--- config.mk ---
export PLATFORM = sky130hd
export DESIGN_NAME = ins_loader
export DESIGN_NICKNAME = d
export VERILOG_FILES = /design/src/rtl/ins_loader_pkg.sv /design/src/rtl/ins_loader_byte_packer.sv /design/src/rtl/ins_loader.sv
export SDC_FILE = /design/constraint.sdc
export NUM_CORES = 1
export LEC_CHECK = 0
export BUFFER_PORTS_ARGS = -buffer_cell sky130_fd_sc_hd__buf_4
export CAP_MARGIN = 20
export CORE_MARGIN = 2
export CORE_UTILIZATION = 49
export DETAILED_ROUTE_END_ITERATION = 10
export GPL_TIMING_DRIVEN = 0
export PLACE_DENSITY = 0.75
export SLEW_MARGIN = 0
export SYNTH_ARGS = -nofsm -noshare
export SYNTH_HDL_FRONTEND = slang
export SYNTH_SLANG_ARGS = --single-unit
--- constraint.sdc ---
create_clock -name clk -period 6.5 [get_ports clk]
set_input_delay 0.325 -clock clk [delete_from_list [all_inputs] [get_ports clk]]
set_output_delay 0.325 -clock clk [all_outputs]
set_load 0.1 [all_outputs]
--- src/rtl/ins_loader_pkg.sv ---
// Shared definitions for the program loader: FSM encoding and stream framing constants.
package ins_loader_pkg;

    typedef enum logic [2:0] {
        S_IDLE   = 3'd0,
        S_HDR_HI = 3'd1,
        S_HDR_LO = 3'd2,
        S_DATA   = 3'd3,
        S_WRITE  = 3'd4,
        S_DONE   = 3'd5,
        S_ERROR  = 3'd6
    } state_t;

    localparam int BYTES_PER_WORD = 4;
    localparam int HDR_BYTES      = 2;

endpackage

--- src/rtl/ins_loader_byte_packer.sv ---
// Big-endian byte packer: keeps the first three bytes of a word and presents the
// full word combinationally together with the fourth byte, flagging wordFull.
module byte_packer
    import ins_loader_pkg::*;
#(
    parameter int WORD_W = 32
) (
    input  logic              clk,
    input  logic              rst,
    input  logic              i_clear,
    input  logic              i_shift,
    input  logic [7:0]        i_byte,
    output logic [WORD_W-1:0] o_word,
    output logic              o_word_full
);

    logic [WORD_W-9:0] r_bytes;
    logic [1:0]        r_count;

    // Shift accepted bytes in MSB-first; the count wraps naturally after the last byte.
    always_ff @(posedge clk or posedge rst) begin
        if (rst) begin
            r_bytes <= '0;
            r_count <= 2'd0;
        end else if (i_clear) begin
            r_count <= 2'd0;
        end else if (i_shift) begin
            r_bytes <= {r_bytes[WORD_W-17:0], i_byte};
            r_count <= r_count + 2'd1;
        end
    end

    // The assembled word includes the byte being accepted this cycle.
    always_comb begin
        o_word      = {r_bytes, i_byte};
        o_word_full = i_shift && (r_count == 2'(BYTES_PER_WORD - 1));
    end

endmodule

--- src/rtl/ins_loader.sv ---
// Program loader: parses a counted byte stream, writes packed words into the
// instruction memory and holds the CPU in reset until the load completes.
//
//  state    | meaning
//  ---------+------------------------------------------------------------
//  IDLE     | after reset, waiting for start, CPU held
//  HDR_HI   | waiting for word count high byte
//  HDR_LO   | waiting for word count low byte, then range check
//  DATA     | collecting the 4 bytes of the current word
//  WRITE    | one-cycle write strobe, no byte accepted
//  DONE     | load complete, CPU released, waiting for a new start
//  ERROR    | count too large, CPU held, waiting for a new start
module ins_loader
    import ins_loader_pkg::*;
#(
    parameter int ADDR_W = 10,
    parameter int WORD_W = 32
) (
    input  logic              clk,
    input  logic              rst,
    input  logic              start,
    input  logic              byteValid,
    input  logic [7:0]        byteData,
    output logic              byteReady,
    output logic              wrEn,
    output logic [ADDR_W-1:0] wrAddress,
    output logic [WORD_W-1:0] wrIns,
    output logic              loadDone,
    output logic              loadErr,
    output logic              cpuHold
);

    localparam int DEPTH = 2 ** ADDR_W;

    state_t            r_state;
    state_t            w_next;
    logic [15:0]       r_count_n;
    logic [ADDR_W:0]   r_index;
    logic [ADDR_W-1:0] r_wr_address;
    logic [WORD_W-1:0] r_wr_ins;

    logic              w_restart;
    logic              w_pk_shift;
    logic [WORD_W-1:0] w_word;
    logic              w_word_full;
    logic [15:0]       w_n_full;
    logic [ADDR_W:0]   w_index_inc;
    logic              w_last;

    assign w_n_full    = {r_count_n[15:8], byteData};
    assign w_index_inc = r_index + 1'b1;
    assign w_last      = (16'(w_index_inc) == r_count_n);
    assign wrAddress   = r_wr_address;
    assign wrIns       = r_wr_ins;

    byte_packer #(.WORD_W(WORD_W)) u_packer (
        .clk        (clk),
        .rst        (rst),
        .i_clear    (w_restart),
        .i_shift    (w_pk_shift),
        .i_byte     (byteData),
        .o_word     (w_word),
        .o_word_full(w_word_full)
    );

    // State register.
    always_ff @(posedge clk or posedge rst) begin
        if (rst) begin
            r_state <= S_IDLE;
        end else begin
            r_state <= w_next;
        end
    end

    // Next-state and Moore outputs; status flags follow the state so reset clears them at once.
    always_comb begin
        w_next     = r_state;
        byteReady  = 1'b0;
        wrEn       = 1'b0;
        loadDone   = 1'b0;
        loadErr    = 1'b0;
        cpuHold    = 1'b1;
        w_pk_shift = 1'b0;
        w_restart  = 1'b0;
        case (r_state)
            S_IDLE: begin
                if (start) begin
                    w_restart = 1'b1;
                    w_next    = S_HDR_HI;
                end
            end
            S_HDR_HI: begin
                byteReady = 1'b1;
                if (byteValid) w_next = S_HDR_LO;
            end
            S_HDR_LO: begin
                byteReady = 1'b1;
                if (byteValid) begin
                    if (w_n_full == 16'd0)             w_next = S_DONE;
                    else if (w_n_full > 16'(DEPTH))    w_next = S_ERROR;
                    else                               w_next = S_DATA;
                end
            end
            S_DATA: begin
                byteReady  = 1'b1;
                w_pk_shift = byteValid;
                if (w_word_full) w_next = S_WRITE;
            end
            S_WRITE: begin
                wrEn   = 1'b1;
                w_next = w_last ? S_DONE : S_DATA;
            end
            S_DONE: begin
                loadDone = 1'b1;
                cpuHold  = 1'b0;
                if (start) begin
                    w_restart = 1'b1;
                    w_next    = S_HDR_HI;
                end
            end
            S_ERROR: begin
                loadErr = 1'b1;
                if (start) begin
                    w_restart = 1'b1;
                    w_next    = S_HDR_HI;
                end
            end
            default: w_next = S_IDLE;
        endcase
    end

    // Header capture, word index and write-port registers (held between writes).
    always_ff @(posedge clk or posedge rst) begin
        if (rst) begin
            r_count_n    <= 16'd0;
            r_index      <= '0;
            r_wr_address <= '0;
            r_wr_ins     <= '0;
        end else begin
            if (w_restart) r_index <= '0;
            if (r_state == S_HDR_HI && byteValid) r_count_n[15:8] <= byteData;
            if (r_state == S_HDR_LO && byteValid) r_count_n[7:0]  <= byteData;
            if (w_word_full) begin
                r_wr_address <= r_index[ADDR_W-1:0];
                r_wr_ins     <= w_word;
            end
            if (r_state == S_WRITE) r_index <= w_index_inc;
        end
    end

endmodule

==> results.md <==
* TNS Setup at 0 ns
* Max-Cap Viols at 0
* Post-synth top flop: dfrtp_1
* Status: complete, no violations
* Start point of the worst hold path: byteData[4]
* CTS tree: built
* GR Overflow Total at 0
* RSZ-0062 raised after global routing: false
* Layout cells sized above 1 at 33.5%
* Port buffer count at 58
* H-tree depth at 3
* CP required at 6.73 ns
* Cell variety after synth at 47
* Vias at 3,108
* CTS Buffer Depth at 2
* Synthesized area at 4400 µm²
* Crit path kind: reg -> reg
* Final Skew at 0.0162 ns
* Final period utilization at 36.1%
* Seq/Total Area, Yosys at 55.8%
* WL/cell at 15.8 µm
* Drt first pass iters at 4
* # setup viols final at 0
* Vias/cell at 5.40
* Post-Place Cells at 559
* Hold_ws at 0.206 ns
* Worst R2R Setup Slack at 4.16 ns
* Crit path time final at 2.34 ns
* Dpl hpwl at 6410 µm
* Worst r2r src: r_index[0]
* Post-synth ARST share at 100%
* Mapped Cells at 392
* Finished Layout Cells at 576
* Post-Syn Nets at 406
* Number of synthesized flops with an enable pin at 0
* Mapped Avg Cell Area at 11.2 µm²
* Pwr per Cell Area at 415 nW/µm²
* Tightest Pin Transition at 0.607 ns
* Drt total wl at 9070 µm
* Clock Latency Late Sink at 0.37 ns
* 1st-iter DRT viols at 176
* Seq. cell area at 2450 µm²
* Reg2Reg Depth at 8
* Fill count at 739
* Critical path's slowest cell: dfrtp_1
* GRT Overall Usage at 19.7%
* Crit. End Element: register
* FMAX at 426 MHz
* Tot Pwr at 2.16 mW
* Slew HR at 59.4%
* Cts repair resizes at 0
* Worst-path maximum fanout at 8
* Height of the die at 98.7 µm
* Post-synth top area share at 55.8%
* WHS Path Cells at 3
* CTS clock-pin slew for the worst setup and hold paths at 0.10 ns
* Pin count of the biggest net entering global routing at 74
* Setup Fix Bufs, Post-CTS at 0
* Clock root buffer: clkbuf_8
* Synth warn at 0
* Peak VDD IR at 214 µV
* Antenna violations before repair at 0
* Num ports at 59
* DRT antenna net count at 0
* CP cell instances: ha_1, clkbuf_1, nand2_1, nor2_1, xnor2_1, o21ai_2, nor4_2, a21oi_1
* Area of the multi-input gates at 1790 µm²
* Hold Path Sink: u_packer.r_bytes[4]
* Routability congestion estimate at 0.827
* Final hold violation count at 0
* First-pass GRT wire length at 15,400 µm
* R2r endpoint: r_state[1]
* Fin. max-slew vios at 0
* Starting Density at 50.4%
* Cell Rows at 34
* Hold-fix buffer count after cts at 1
* Antenna Cells at 0
* Core area at 8720 µm²
* CTS buffer count at 9
* Hold Path Class: in -> reg
* Die footprint at 9740 µm²
* Buffers and inverters on the worst path at 1
* Flops & latches, synth at 98
* Crit path DAT at 2.58 ns
* Final #Nets at 477
* Clock sink count at 98
* LEAKAGE at 2.65 nW
* Number of remaining DRC errors at 0
* Die Wd at 98.7 µm
* CP Launch Type: register
* Delay-heaviest family, CP: simple AND/OR/NAND/NOR gates
* Vias in the first global route at 3,020
* Ranking of synthesized cells by area: dfrtp_1 56%, mux2_2 14%, nand2_1 7.5%, o21ai_0 2.6%, xnor2_1 2.2%
* Highest cell delay on the worst timing path at 0.54 ns
* Synth-to-Final Area Change at 18.5%
* Yosys top cell by area: dfrtp_1
==> logic make-up (layout without fill, tap and decap cells) <==
kind of cell	count (synthesis)	after routing	share of synthesized area (%)
XOR/XNOR	20	20	3.99
buffers and inverters	27	103	3.47
AO/OA/AOI/OAI	44	44	6.12
multiplexers	59	59	15.1
AND/OR/NAND/NOR	142	142	15.0
adder cells (fa/ha/maj)	2	2	0.569
flip-flops	98	98	55.8
==> worst min-delay path, delay by kind of cell <==
kind / cells / cell delay, ns
buffers and inverters: 1 / 0.11
AND/OR/NAND/NOR: 2 / 0.10
==> cell usage after synthesis (2+ instances only) <==
cell	instances
clkbuf_1	5
o31ai_1	4
buf_4	2
buf_6	5
dfrtp_1	98
and3_1	5
nand3_1	6
buf_1	2
a31oi_1	4
xnor2_1	11
nand2_1	88
inv_2	2
ha_1	2
xor2_1	9
nor2_1	17
a21oi_1	4
nand3_2	2
buf_2	5
inv_1	6
o21ai_0	23
mux2_2	55
o22ai_1	2
nor3_1	5
nand4_1	3
nor4_1	3
mux2_1	3
==> area by class of cell <==
| type | count | area share, % |
|---|---|---|
| well taps | 108 | 2.59 |
| clock buffers | 10 | 2.64 |
| flip-flops and latches | 98 | 47.1 |
| clock inverters | 6 | 1.25 |
| inverters | 8 | 0.625 |
| repair buffers | 60 | 9.08 |
| plain buffers | 19 | 2.35 |
| multi-input cells | 267 | 34.4 |
==> power by group <==
group	internal, mW	switching, mW	total, mW
clock network	0.163	0.231	0.394
logic	0.283	0.582	0.865
registers	0.773	0.128	0.901
total	1.22	0.942	2.16
==> routing by layer <==
metal  up-vias  global-route usage [%]  share of wire, %
li1       1482                       -                 -
met1      1549                    29.6                48
met2        68                    30.2                48
met3         9                    2.62               3.2
met4         0                    5.80               1.2
met5         -                       0                 0
==> per-stage QoR <==
step           utilization [%]  worst slack (ns)  cell area, µm²
2_1_floorplan                -              3.56            4400
3_3_place_gp              56.9              2.59            4970
3_5_place_dp              57.3              4.19            5000
4_1_cts                   59.7              4.16            5210
5_1_grt                   59.7              3.98            5210
6_report                  59.7              4.16            5210
==> worst max path at each step <==
| stage | cells after the start | endpoint | start | slack [ns] |
|---|---|---|---|---|
| 2_1_floorplan | 2 | loadErr | r_state[0] | 3.56 |
| 3_3_place_gp | 2 | wrIns[5] | rst | 2.59 |
| 3_5_place_dp | 8 | r_state[1] | r_index[0] | 4.19 |
| 4_1_cts | 8 | r_state[1] | r_index[0] | 4.16 |
| 5_1_grt | 8 | r_state[1] | r_index[0] | 3.98 |
| 6_report | 8 | r_state[1] | r_index[0] | 4.16 |
==> state kept, by name (all words and copies together), names as in the netlist <==
name,flops
u_packer.r_count,2
r_count_n,16
wrIns,32
u_packer.r_bytes,24
wrAddress,10
r_state,3
r_index,11
==> cells in the final DEF (no fill, tap or decap), drive strengths merged, types with 4 or more instances in the layout <==
cell / n
nand2: 89
o21ai: 24
buf: 73
o31ai: 4
nor3: 5
nand3: 8
dfrtp: 98
mux2: 58
nor4: 4
a31oi: 4
a21oi: 4
nand4: 4
xor2: 9
xnor2: 11
and3: 6
clkbuf: 15
inv: 13
nor2: 19
Note: power is estimated with default switching activity, not from simulation.
